--- src/rtl/mult_pkg.sv ---
// Shared types and helpers for the iterative multiplier slice.
package mult_pkg;

  // Controller states: waiting for operands, accumulating rows, holding the product.
  typedef enum logic [1:0] {
    IDLE = 2'd0,
    BUSY = 2'd1,
    DONE = 2'd2
  } state_t;

  // Width of the row counter; it only has to reach WIDTH-1.
  function automatic int cnt_width(input int width);
    return (width < 2) ? 1 : $clog2(width);
  endfunction

endpackage

--- src/rtl/seq_array_multiplier_pp_row_add.sv ---
// One partial-product row: adds (mag << shift) into the accumulator when the
// multiplier bit for this row is set. Replaces a full row of the old array.
module pp_row_add #(
  parameter int WIDTH = 4,
  parameter int CW    = 2
) (
  input  logic [2*WIDTH-1:0] acc,
  input  logic [WIDTH-1:0]   mag,
  input  logic               en,
  input  logic [CW-1:0]      shift,
  output logic [2*WIDTH-1:0] sum
);

  logic [2*WIDTH-1:0] row;

  // Shift the zero-extended multiplicand into place and add it if enabled.
  always_comb begin
    row = {{WIDTH{1'b0}}, mag} << shift;
    sum = en ? (acc + row) : acc;
  end

endmodule

--- src/rtl/seq_array_multiplier.sv ---
// Iterative WIDTH x WIDTH multiplier, one partial-product row per clock,
// with valid/ready handshakes on both sides. Signed operands are handled by
// multiplying magnitudes and negating the result at the end.
module seq_array_multiplier
  import mult_pkg::*;
#(
  parameter int WIDTH = 4
) (
  input  logic               clk,
  input  logic               rst_n,
  input  logic               in_valid,
  output logic               in_ready,
  input  logic [WIDTH-1:0]   a,
  input  logic [WIDTH-1:0]   b,
  input  logic               is_signed,
  output logic               out_valid,
  input  logic               out_ready,
  output logic [2*WIDTH-1:0] p,
  output logic               busy
);

  localparam int CW = cnt_width(WIDTH);

  state_t             state;
  state_t             state_next;
  logic [WIDTH-1:0]   mag_a;
  logic [WIDTH-1:0]   mag_b;
  logic               neg;
  logic [CW-1:0]      cnt;
  logic [2*WIDTH-1:0] acc;
  logic [2*WIDTH-1:0] acc_sum;
  logic               last_row;

  assign last_row = (cnt == CW'(WIDTH - 1));

  pp_row_add #(
    .WIDTH (WIDTH),
    .CW    (CW)
  ) u_row (
    .acc   (acc),
    .mag   (mag_a),
    .en    (mag_b[cnt]),
    .shift (cnt),
    .sum   (acc_sum)
  );

  // State register; reset abandons any in-flight product.
  always_ff @(posedge clk or negedge rst_n) begin
    if (!rst_n) state <= IDLE;
    else        state <= state_next;
  end

  // Next-state: accept in IDLE, run WIDTH rows, wait for the consumer.
  always_comb begin
    state_next = state;
    case (state)
      IDLE:    if (in_valid)  state_next = BUSY;
      BUSY:    if (last_row)  state_next = DONE;
      DONE:    if (out_ready) state_next = IDLE;
      default:                state_next = IDLE;
    endcase
  end

  // Handshake outputs are pure decodes of the state register.
  always_comb begin
    in_ready  = (state == IDLE);
    out_valid = (state == DONE);
    busy      = (state == BUSY) || (state == DONE);
  end

  // Operand capture, row accumulation and the signed fix-up into p.
  always_ff @(posedge clk or negedge rst_n) begin
    if (!rst_n) begin
      mag_a <= '0;
      mag_b <= '0;
      neg   <= 1'b0;
      cnt   <= '0;
      acc   <= '0;
      p     <= '0;
    end else begin
      case (state)
        IDLE: begin
          if (in_valid) begin
            mag_a <= (is_signed && a[WIDTH-1]) ? (~a + 1'b1) : a;
            mag_b <= (is_signed && b[WIDTH-1]) ? (~b + 1'b1) : b;
            neg   <= is_signed & (a[WIDTH-1] ^ b[WIDTH-1]);
            cnt   <= '0;
            acc   <= '0;
          end
        end
        BUSY: begin
          acc <= acc_sum;
          cnt <= cnt + CW'(1);
          if (last_row) p <= neg ? (~acc_sum + 1'b1) : acc_sum;
        end
        default: ;
      endcase
    end
  end

endmodule

--- config.mk ---
export PLATFORM = sky130hd
export DESIGN_NAME = seq_array_multiplier
export DESIGN_NICKNAME = d
export VERILOG_FILES = /design/src/rtl/mult_pkg.sv /design/src/rtl/seq_array_multiplier_pp_row_add.sv /design/src/rtl/seq_array_multiplier.sv
export SDC_FILE = /design/constraint.sdc
export NUM_CORES = 1
export LEC_CHECK = 0
export CAP_MARGIN = 20
export CORE_UTILIZATION = 55
export CTS_CLUSTER_DIAMETER = 30
export DETAILED_ROUTE_END_ITERATION = 8
export PLACE_DENSITY = 0.79
export SYNTH_ARGS = -nofsm -noshare
export SYNTH_HDL_FRONTEND = slang
export SYNTH_SLANG_ARGS = --single-unit
--- constraint.sdc ---
create_clock -name clk -period 5.9 [get_ports clk]
set_input_delay 1.475 -clock clk [delete_from_list [all_inputs] [get_ports clk]]
set_output_delay 1.475 -clock clk [all_outputs]
set_load 0.03 [all_outputs]
==> qor.yml, run 1 <==
critPathBufInv: 2
drive_gt1_frac: 0.07280
clock_path_buffers: 2
gp_congestion: 0.9397
clkLatencyLatePin_ns: 0.28
vias: 1783
post-route-period-util: 0.5429
io_buffers: 23
routed_via_density: 5.808
drt_first_pass_iters: 4
cp-end-kind: "primary output"
multi_input_area_mm2: 0.001246
drt_first_iter_violations: 97
htreeDepth: 2
path_class: "register to primary output"
diodes: 0
cts_sinks: 29
regArea_um2: 725.7
die_x_um: 63.19
setup_viol: 0
worstPathArrival_ns: 1.73
grt_use_total: 0.2382
slew_headroom: 0.5481
pre_cts_slack_ns: 2.937
clkPwrFrac: 0.118
critPathSlowestCell: "clkdlybuf4s50_1"
maxCapViolCount: 0
synth_edf_count: 0
postCtsSetupBuffers: 0
nets: 288
grt_pass1_wl_mm: 7.521
p_int_uw: 688.8
crit_chain: "inv_1, ha_1, clkdlybuf4s50_1"
cts-resized-gates: 0
core_area_mm2: 0.003468
start_util: 0.5938
postRouteAntennaNets: 0
hp-class: "register to register"
drc_errors: 0
slowest_delay_ns: 0.70
dieArea_mm2: 0.003993
skew_ns: 0.005059
final_util: 0.6937
antenna_found_initial: 0
clock-root-buffer: "clkbuf_8"
cts_hold_buf: 0
num_io_pins: 24
setup_tns_ns: 0
ys_ff_latch: 29
worst_pin_slew_ns: 0.6733
post_drt_wl_per_cell_um: 13.70
rows: 21
synthFlopType: "dfrtp_1"
ir_worst_vdd_mv: 0.4009
critPathMaxFanout: 6
ys_types: 46
synth_nets: 265
max_freq_ghz: 0.3122
yosysSeqAreaShare: 0.3524
rsz0062_at_grt: "no"
avgSynthCellArea_um2: 8.690
die_y_um: 63.19
slew_viol_final: 0
first_global_vias: 1749
syn_area_mm2: 0.002059
p_per_area_mw_per_mm2: 549.9
period_needed_ns: 3.203
wl_mm: 4.205
ys.warnings.count: 0
clkSlewWorstSetupHoldPaths_ns: 0.06
syn_to_final_growth_pct: 16.83
outcome: "complete, no violations"
p_seq_frac: 0.268
p_switching_uw: 634.3
cts_tree: "yes"
start_kind: "register"
power_leakage_uw: 0.001103
grt_overflow: 0
holdWs_ns: 0.4745
setup_ws_ns: 2.697
fillCellCount: 307
grt_max_degree: 30
p_sw_frac: 0.4794
postSynthCellCount: 237
cts_buffers: 5
critPathRequiredTime_ns: 4.43
finalHoldViolCount: 0
crit_family: "buffers and inverters"
dpl.hpwl_mm: 3.299
synthArstFlopShare: 1.000
p_comb_frac: 0.614
worst min-delay path: cells and delay by family (launching register included):
kind | cells | cell delay, ns
AOI/OAI and AO/OA | 1 | 0.06
DFF | 1 | 0.34
and+or+nand+nor | 1 | 0.04
state kept, by name, indices dropped and copies added (netlist names):
name   cells
p          8
state      2
neg        1
mag_b      4
acc        8
cnt        2
mag_a      4
cells in the mapped netlist (all sizes together) (4+ instances only):
master	instances	area share
nand3	8	0.019
ha	14	0.085
dfrtp	29	0.35
xnor2	8	0.034
inv	15	0.027
a21oi	12	0.029
nand2	37	0.067
clkbuf	7	0.013
nand2b	4	0.012
o31ai	4	0.015
nor2	9	0.016
o21ai	28	0.068
mux2i	8	0.039
stage by stage:
stage                     area (µm²)  instances  total power (µW)
after detailed placement        2323        299              1165
after CTS                       2406        307              1327
after global placement          2323        299              1147
after global routing            2406        307              1431
final                           2406        307              1323
after floorplan                 2059        237             967.0
metal layers:
layer  share of wire  global-route usage  routed length (µm)  vias to the layer above
met1            0.43              0.2818                1828                      831
met5               0                   0                   0                        -
met4          0.0095             0.07955                  40                        0
met3           0.051             0.05254                 214                        5
li1                -                   -                   -                      890
met2            0.50              0.4234                2121                       57
cells in the final DEF, fill, tap and decap left out, types with 4 or more instances in the layout:
master,Yosys,layout
nand2_1,37,37
o21ai_1,10,10
inv_1,15,15
nand3_1,8,8
o21ai_0,18,18
mux2i_1,8,8
dfrtp_1,29,29
xnor2_1,8,8
clkdlybuf4s50_1,0,23
clkbuf_8,0,5
nand2b_1,4,4
o31ai_1,4,4
ha_1,14,14
a21oi_1,12,12
nor2_1,9,9
cell type report:
cell class                      instances  area share
Clock buffer                            6     0.03016
Timing Repair Buffer                   24     0.09880
Clock inverter                          2    0.004160
Inverter                               15     0.02340
Tap cell                               46     0.02392
Multi-Input combinational cell        185      0.5179
Sequential cell                        29      0.3016
power by group through the flow:
stage | clock network, µW | registers [µW] | logic [µW]
after floorplan | 0 | 347 | 620
after global placement | 0 | 354 | 794
after detailed placement | 0 | 357 | 808
after CTS | 160 | 354 | 813
after global routing | 167 | 367 | 897
final | 156 | 354 | 813
final timing paths:
kind,from,cells past startpoint,to,slack (ns)
worst max-delay path,state[0],3,in_ready,2.70
worst min-delay path,p[0],2,p[0],0.47
worst max register to register,cnt[0],10,p[4],2.91
worst min register to register,p[0],2,p[0],0.47
max in group asynchronous,rst_n,2,neg,4.05
min in group asynchronous,rst_n,2,p[1],1.58
logic make-up after synthesis:
group / Yosys count / synth area share
xor+xnor: 10 / 0.04253
fa+ha+maj: 15 / 0.09478
flops: 29 / 0.3524
compound gates: 67 / 0.2108
simple gates: 81 / 0.1908
buf+inv: 23 / 0.04253
mux: 12 / 0.06622
No activity file was read; power rests on OpenSTA's default activity.
==> inputs of run 2 (changes only) <==
CORE_UTILIZATION = 51   (was 55)
PLACE_DENSITY = 0.77   (was 0.79)
clock period = 2.84 ns   (was 5.9 ns; I/O delays follow)
==> qor.yml, run 2 (synthesis gave the netlist of run 1 again) <==
post_drt_wl_per_cell_um: 14.20
htreeDepth: 2
cts_tree: "yes"
syn_to_final_growth_pct: 22.24
final_common_cell: "nand2_1"
maxCapViolCount: 0
power_leakage_uw: 0.001171
wl_mm: 4.529
num_io_pins: 24
cts_buffers: 5
final_util: 0.6676
min_path_cells: 2
finalHoldViolCount: 0
drc_errors: 0
io_buffers: 23
drt_first_pass_iters: 4
clkSlewWorstSetupHoldPaths_ns: 0.06
grt_use_total: 0.2382
rr_worst_depth: 10
hp-class: "register to register"
drive_gt1_frac: 0.1292
post-route-period-util: 0.9580
min_to: "p[0]"
clock_path_buffers: 2
gp_congestion: 0.8892
start_util: 0.5461
setup_ws_ns: 0.1193
path_class: "register to register"
antenna_found_initial: 0
skew_ns: 0.007822
worst_pin_slew_ns: 0.7096
p_per_area_mw_per_mm2: 1173
pre_cts_slack_ns: 0.06675
drt_first_iter_violations: 99
hp-start: "p[0]"
outcome: "complete, no violations"
critPathRequiredTime_ns: 2.99
p_switching_uw: 1366
grt_overflow: 0
p_sw_frac: 0.4629
reg2reg_slack_ns: 0.12
dieArea_mm2: 0.004296
rows: 22
clkPwrFrac: 0.104
clkLatencyLatePin_ns: 0.28
grt_max_degree: 30
diodes: 0
ir_worst_vdd_mv: 0.5104
p_int_uw: 1586
start_kind: "register"
p_seq_frac: 0.243
setup_viol: 0
slew_headroom: 0.5237
cp-end-kind: "register"
final_cell_mix: "37 x nand2_1, 28 x dfrtp_1, 23 x clkdlybuf4s50_1, 18 x o21ai_0, 15 x inv_1"
die_y_um: 65.55
max_freq_ghz: 0.3676
nets: 300
first_global_vias: 1709
fillCellCount: 333
clock-root-buffer: "clkbuf_8"
grt_pass1_wl_mm: 7.700
slew_viol_final: 0
routed_via_density: 5.730
worstPathArrival_ns: 2.87
worstReg2RegStart: "cnt[1]"
vias: 1828
cts_sinks: 29
regArea_um2: 726.9
critPathMaxFanout: 6
die_x_um: 65.55
postRouteAntennaNets: 0
core_area_mm2: 0.003771
dpl.hpwl_mm: 3.378
period_needed_ns: 2.721
r2r-end: "p[4]"
p_comb_frac: 0.654
reg_top3: "acc x8, p x8"
multi_input_area_mm2: 0.001267
run 2: how the worst max path moves through the flow:
stage | end | startpoint | cells past startpoint | slack [ns]
after floorplan | p[4] | cnt[1] | 11 | 0.02
after global placement | p[4] | cnt[1] | 10 | 0.19
after detailed placement | p[4] | cnt[1] | 10 | 0.07
after CTS | p[4] | cnt[1] | 10 | 0.05
after global routing | p[4] | cnt[1] | 10 | -0.03
final | p[4] | cnt[1] | 10 | 0.12
run 2: what timing repair did:
action | in CTS | in global routing
buffers inserted | 0 | 6
resized for setup | 0 | 6
endpoints found under the hold margin | 0 | 0
setup endpoints to repair | 0 | 4
hold buffers | 0 | 0
run 2: power by group through the flow:
stage / clock, µW / sequential [µW] / combinational [µW]
floorplan: 0 / 721 / 1290
global placement: 0 / 716 / 1750
detailed placement: 0 / 721 / 1790
CTS: 315 / 714 / 1790
global route: 339 / 734 / 2130
finish: 306 / 716 / 1930
run 2: routing by layer:
layer | global-route usage | share of wire | up-vias
met3 | 0.05382 | 0.045 | 10
met5 | 0 | 0 | -
met1 | 0.2826 | 0.44 | 851
met4 | 0.1087 | 0.023 | 0
li1 | - | - | 914
met2 | 0.4059 | 0.49 | 53
run 2: critical path, cell delays in order, from the launching register on:
cell and delay, ns:
dfrtp_2 0.44, nor3b_2 0.21, ha_2 0.22, fa_1 0.46, mux2i_2 0.22, ha_2 0.21
inv_1 0.06, or3_1 0.31, o221a_2 0.27, xnor2_2 0.13, o21ai_1 0.07
run 2: per-stage QoR:
step           power (µW)  hold slack, ns  cells  instance area (µm²)  setup TNS, ns
3_3_place_gp         2469          0.4599    307                 2371              0
2_1_floorplan        2009          0.4144    237                 2059              0
3_5_place_dp         2509          0.4678    307                 2371              0
5_1_grt              3204          0.5041    319                 2517       -0.02861
6_report             2952          0.4726    319                 2517              0
4_1_cts              2821          0.4806    313                 2445              0
run 2: layout make-up:
cell class / count / area share
multi-input combinational: 185 / 0.5035
sequential: 29 / 0.2888
timing repair buffer: 36 / 0.1322
clock buffer: 5 / 0.02734
tap: 48 / 0.02386
inverter: 15 / 0.02237
clock inverter: 1 / 0.001988
